==> config.mk <==
export PLATFORM = sky130hd
export DESIGN_NAME = l1i_flush_ctrl
export DESIGN_NICKNAME = d
export VERILOG_FILES = /design/src/rtl/l1i_flush_ctrl.sv
export SDC_FILE = /design/constraint.sdc
export NUM_CORES = 1
export LEC_CHECK = 0
export ABC_AREA = 1
export ABC_CLOCK_PERIOD_IN_PS = 1700
export BUFFER_PORTS_ARGS = -buffer_cell sky130_fd_sc_hd__buf_2
export CORE_MARGIN = 2
export CORE_UTILIZATION = 37
export DETAILED_ROUTE_END_ITERATION = 8
export GPL_ROUTABILITY_DRIVEN = 0
export HOLD_SLACK_MARGIN = 0.03
export PLACE_DENSITY = 0.84
export SETUP_SLACK_MARGIN = 0.3
export SLEW_MARGIN = 20
export SYNTH_ARGS = -nofsm -noshare
export SYNTH_HDL_FRONTEND = slang
export SYNTH_SLANG_ARGS = --single-unit
==> constraint.sdc <==
create_clock -name clk -period 1.7 [get_ports clk]
set_input_delay 0.085 -clock clk [delete_from_list [all_inputs] [get_ports clk]]
set_output_delay 0.085 -clock clk [all_outputs]
set_load 0.02 [all_outputs]
==> src/rtl/l1i_flush_ctrl.sv <==
// L1 I-cache directory flush sequencer: walks every set clearing the valid bit,
// and shares the single directory port between the IFU and the walker.
module l1i_flush_ctrl #(
    parameter int INDEX_WIDTH    = 6,
    parameter int TAG_WIDTH      = 20,
    parameter bit FLUSH_ON_RESET = 1'b1
) (
    input  logic                   clk,
    input  logic                   rst,
    input  logic                   flush_valid,
    output logic                   flush_ready,
    output logic                   flush_done,
    input  logic                   ifu_busy,
    output logic                   ifu_stall,
    input  logic [INDEX_WIDTH-1:0] ifu_dir_index,
    input  logic                   ifu_dir_write,
    input  logic [TAG_WIDTH-1:0]   ifu_dir_next_tag,
    input  logic                   ifu_dir_next_v,
    output logic [TAG_WIDTH-1:0]   ifu_dir_cur_tag,
    output logic                   ifu_dir_cur_v,
    output logic [INDEX_WIDTH-1:0] dir_index,
    output logic                   dir_write,
    output logic [TAG_WIDTH-1:0]   dir_next_tag,
    output logic                   dir_next_v,
    input  logic [TAG_WIDTH-1:0]   dir_cur_tag,
    input  logic                   dir_cur_v
);

    typedef enum logic [1:0] {IDLE, DRAIN, WALK, DONE} state_t;

    // Power-up directory contents are garbage, so optionally start straight in WALK.
    localparam state_t RESET_STATE = FLUSH_ON_RESET ? WALK : IDLE;
    localparam logic [INDEX_WIDTH-1:0] LAST_SET = '1;

    state_t                 state, state_next;
    logic [INDEX_WIDTH-1:0] cnt, cnt_next;

    always_ff @(posedge clk or posedge rst) begin
        if (rst) begin
            state      <= RESET_STATE;
            cnt        <= '0;
            flush_done <= 1'b0;
        end else begin
            state      <= state_next;
            cnt        <= cnt_next;
            flush_done <= (state_next == DONE);
        end
    end

    always_comb begin
        state_next = state;
        cnt_next   = cnt;
        case (state)
            IDLE: begin
                if (flush_valid) state_next = DRAIN;
            end
            DRAIN: begin
                if (!ifu_busy) begin
                    cnt_next   = '0;
                    state_next = WALK;
                end
            end
            WALK: begin
                // Counter wraps back to zero after the last set; that value is never used.
                cnt_next = cnt + INDEX_WIDTH'(1);
                if (cnt == LAST_SET) state_next = DONE;
            end
            DONE: begin
                state_next = IDLE;
            end
            default: state_next = IDLE;
        endcase
    end

    always_comb begin
        flush_ready  = (state == IDLE);
        ifu_stall    = (state != IDLE);
        dir_index    = ifu_dir_index;
        dir_write    = ifu_dir_write;
        dir_next_tag = ifu_dir_next_tag;
        dir_next_v   = ifu_dir_next_v;
        if (state == WALK) begin
            dir_index    = cnt;
            dir_write    = 1'b1;
            dir_next_tag = '0;
            dir_next_v   = 1'b0;
        end
    end

    assign ifu_dir_cur_tag = dir_cur_tag;
    assign ifu_dir_cur_v   = dir_cur_v;

endmodule

# Yosys cells after proc, flatten, opt, wreduce, memory -nomap -nowiden
# Cells that the tools add are included.
# word_totals
regBits	9
latchBits	0
ramBits	0
rom_bits	0
output_inout_bits	52
elab_cells	24
mem_count	0
# classes
add_sub_neg	1
n_mul	0
div	0
magnitude_cmp	0
n_eq_ne	6
n_shift	0
mux	10
n_bitwise	0
reduce_logical	4
# op_table
op	count
20-bit two-way mux	1
6-bit two-way mux	2
6-bit case mux with 2 select lines	1
2-bit case mux with 4 select lines	1
6-bit by 1-bit adder with 6-bit output (second input constant)	1
2-bit equality test (second input constant)	3
6-bit equality test (second input constant)	1
2-bit two-way mux	3
2-bit nonzero test	2
2-bit by 1-bit equality test with 1-bit output (second input constant)	1
2-bit zero test	1
1-bit two-way mux	2
2-bit inequality test (second input constant)	1
2-bit AND reduction	1

# Logic depth before layout (Yosys ltp)
# depth
word_depth	4
mapped_depth	7
depth_no_buf	7

# Worst setup path after synthesis
# No wires, ideal clock.
# synth_path
kind	register to output
startpoint	register state[1]
endpoint	output port dir_index[1]
arrival_ps	1259
setup_slack_ps	356
path_stages_with_launch	4
cell_sequence	dfstp_2 nand2_4 buf_2 o21ai_0
# synth_between
elab_chain_cells	2
# synth_lines
item	line	text
start, declared	35	state_t state, state_next;
start signal, assigned	44	state <= state_next;
2-bit equality test	82	if (state == WALK) begin
6-bit two-way mux	82	
end, declared	21	output logic [INDEX_WIDTH-1:0] dir_index,
# Every way passes these cells.

# Worst setup path after layout
# layout_path
startpoint	register state[0]
endpoint	output port dir_next_tag[18]
# layout_between
elab_chain_cells	2
# layout_lines
item	line	text
2-bit equality test	82	
20-bit two-way mux	82	
end, declared	23	output logic [TAG_WIDTH-1:0] dir_next_tag,
# Every way passes these cells.

==> impl_metrics.yaml <==
status:
  status: "complete, no violations"
setup_path:
  slowest_delay_ns: 0.44
  critPathKind: "flop to output pin"
  startpoint: "state[0]"
  crit_end: "dir_next_tag[18]"
  crit_path_top_delay_cell: "dfrtp_1"
  worstSetupEndpointType: "output pin"
  cp_max_fo: 7
  rrSetupSlack_ns: 0.38
  cp-start-kind: "flop"
  cp_top_family: "buffers and inverters"
  worst-path-buf-inv: 4
  crit_arrival_ns: 1.41
  timing.rr.end: "cnt[5]"
  crit_cells: 6
  ff2ff_path_depth: 7
  rr_startpoint: "state[1]"
  required_ns: 1.62
  cp_cell_sequence: "inv_4 -> nand2_8 -> clkinv_8 -> clkbuf_16 -> nor2_2 -> buf_6"
die:
  die_h_um: 54.4
  dieArea_um2: 2960
  core_um2: 2430
  io_pins: 105
  die_w_um: 54.4
  start_util_pct: 38.7
  rows: 18
clock_tree:
  cts_buffers: 3
  root_buffer: "clkbuf_4"
  insertion_delay_ns: 0.28
  clockBufferDepth: 2
  clock-sinks: 9
  cts_tree: "built"
  htreeDepth: 1
  path_clk_slew_ns: 0.06
synth:
  synth_top_area_cell: "dfrtp_1"
  mappedNetlistNets: 191
  yosysWarnings: 0
  synth_cells: 137
  avgSynthCellArea_um2: 6.87
  netlist.area_leader.share_pct: 21.3
  ys_types: 22
  syn_area_um2: 941
  netlist_top_cells_area: "dfrtp_1, buf_4, inv_1"
  yosysSeqAreaShare_pct: 24.1
  ys_ff_latch: 9
drt:
  drc: 0
  firstDrtPassIters: 4
  drtIter0Drc: 19
  ant_nets: 0
  drt_wl_total_um: 2890
  dr_total_vias: 1012
  avgViaCountPerCell: 4.50
  wl_per_cell_um: 12.8
finish:
  antennaDiodeCount: 0
  n_fill_cell: 207
  fin_util_pct: 63.7
  area_delta_synth_final_pct: 64.8
  drive_gt1_share_pct: 54.9
  final_nets: 250
pwr:
  p_comb_share_pct: 76.0
  sw_frac_of_total_pct: 48.1
  p_per_area_nw_per_um2: 1560
  power_frac_clock_pct: 7.5
  netSwitchingPower_w: 0.00116
  total_leakage_power_nw: 0.851
  p_int_w: 0.00125
  p_seq_share_pct: 16.6
  ir_worst_vdd_uv: 980
sta:
  min_period_ns: 1.50
  finalHoldViolCount: 0
  finalClockSkew_ns: 0.00217
  slew_headroom_pct: 76.4
  hold_ws_ns: 0.155
  max_freq_mhz: 668
  fin_crit_sh_pct: 88.0
  setup_viol: 0
  fin_tns_setup_ns: 0
  drv_slew: 0
  rsz0062_at_grt: "yes"
  worst_pin_slew_ns: 0.353
job:
  cap_viol_max_count: 0
min_path:
  min_path_cells: 3
  hold_path_class: "input port to flop"
global_route:
  antenna_found_initial: 0
  first_global_vias: 809
  grt_max_degree: 12
  grt_overflow: 0
  grt_pass1_wl_um: 3390
  grt.total_usage_pct: 16.3
placement:
  hpwl_um: 1630
  io_buffers: 62
layout by cell type, fill, tap and decap left out, types with 2 or more instances in the layout:
master	instances
nor2_2	7
nor2_4	14
nand2_1	19
nor2_1	6
o21ai_0	4
dlygate4sd3_1	2
nand2_2	2
buf_2	37
inv_1	30
clkbuf_4	3
o21ai_1	4
dfrtp_1	8
inv_4	2
nand2_8	2
buf_4	11
clkbuf_16	2
buf_6	23
nand3_1	8
through the flow:
| stage | instance area [um2] | total power [W] | cells | setup slack (ns) |
|---|---|---|---|---|
| 2_1_floorplan | 941 | 0.00128 | 137 | 0.356 |
| 3_3_place_gp | 1110 | 0.00146 | 205 | 0.370 |
| 3_5_place_dp | 1110 | 0.00148 | 205 | 0.354 |
| 4_1_cts | 1270 | 0.00193 | 220 | 0.209 |
| 5_1_grt | 1550 | 0.00255 | 225 | 0.151 |
| 6_report | 1550 | 0.00241 | 225 | 0.204 |
logic make-up after synthesis:
| logic type | after synthesis | synth area share, % |
|---|---|---|
| compound gates | 10 | 5.72 |
| fa+ha+maj | 1 | 1.33 |
| buf+inv | 57 | 33.9 |
| flops | 9 | 24.1 |
| simple gates | 60 | 35.0 |
worst min-delay path: stages:
cell	delay, ns
buf_2	0.10
nand3_1	0.11
nand3_1	0.10
power by group through the flow:
stage	Combinational [W]	Clock (W)	Sequential, W
6_report	0.00183	0.000180	0.000400
5_1_grt	0.00195	0.000189	0.000412
4_1_cts	0.00137	0.000182	0.000386
3_5_place_dp	0.00110	0	0.000385
3_3_place_gp	0.00108	0	0.000381
2_1_floorplan	0.000912	0	0.000367
per-layer routing:
layer	vias up	track usage (%)	part of all wire, %
li1	500	-	-
met1	448	17.9	34
met2	57	26.7	56
met3	7	3.01	8.0
met4	0	14.2	2.0
met5	-	0	0
sequential cells by signal, indices dropped and copies added, names as in the netlist:
signal	count
state	2
cnt	6
flush_done	1
cell usage after synthesis:
library cell,count
inv_1,30
buf_4,21
nand2_1,20
nor2_1,17
nor2_4,10
dfrtp_1,8
nand3_1,8
o21ai_0,4
o21ai_1,4
buf_2,2
inv_2,2
buf_12,1
buf_6,1
dfstp_2,1
ha_1,1
nand2_2,1
nand2_4,1
nand3b_1,1
nand4_1,1
o21a_1,1
o22ai_1,1
or2_1,1
what timing repair did:
item	4_1_cts	5_1_grt
gates cloned	3	2
hold buffers	2	0
buffers inserted	6	3
hold endpoints to repair	9	0
pin swaps	0	1
endpoints found under the setup margin	28	29
gates resized for setup	8	64
cell type report:
type                    instances  area (um2)  area share (%)
repair buffers                 77         644            41.6
well taps                      30        37.5            2.42
repair inverters                1        6.26           0.404
multi-input cells              72         474            30.6
inverters                      32         135            8.72
flip-flops and latches          9         226            14.6
clock buffers                   4        26.3            1.69
worst min path at each step:
stage,from,to,slack [ns]
3_3_place_gp,rst,cnt[5],0.06
5_1_grt,ifu_busy,state[0],0.17
2_1_floorplan,rst,cnt[0],-0.09
6_report,ifu_busy,state[0],0.15
3_5_place_dp,rst,state[0],0.07
4_1_cts,ifu_busy,state[0],0.07
Note: power is estimated with default switching activity, not from simulation.
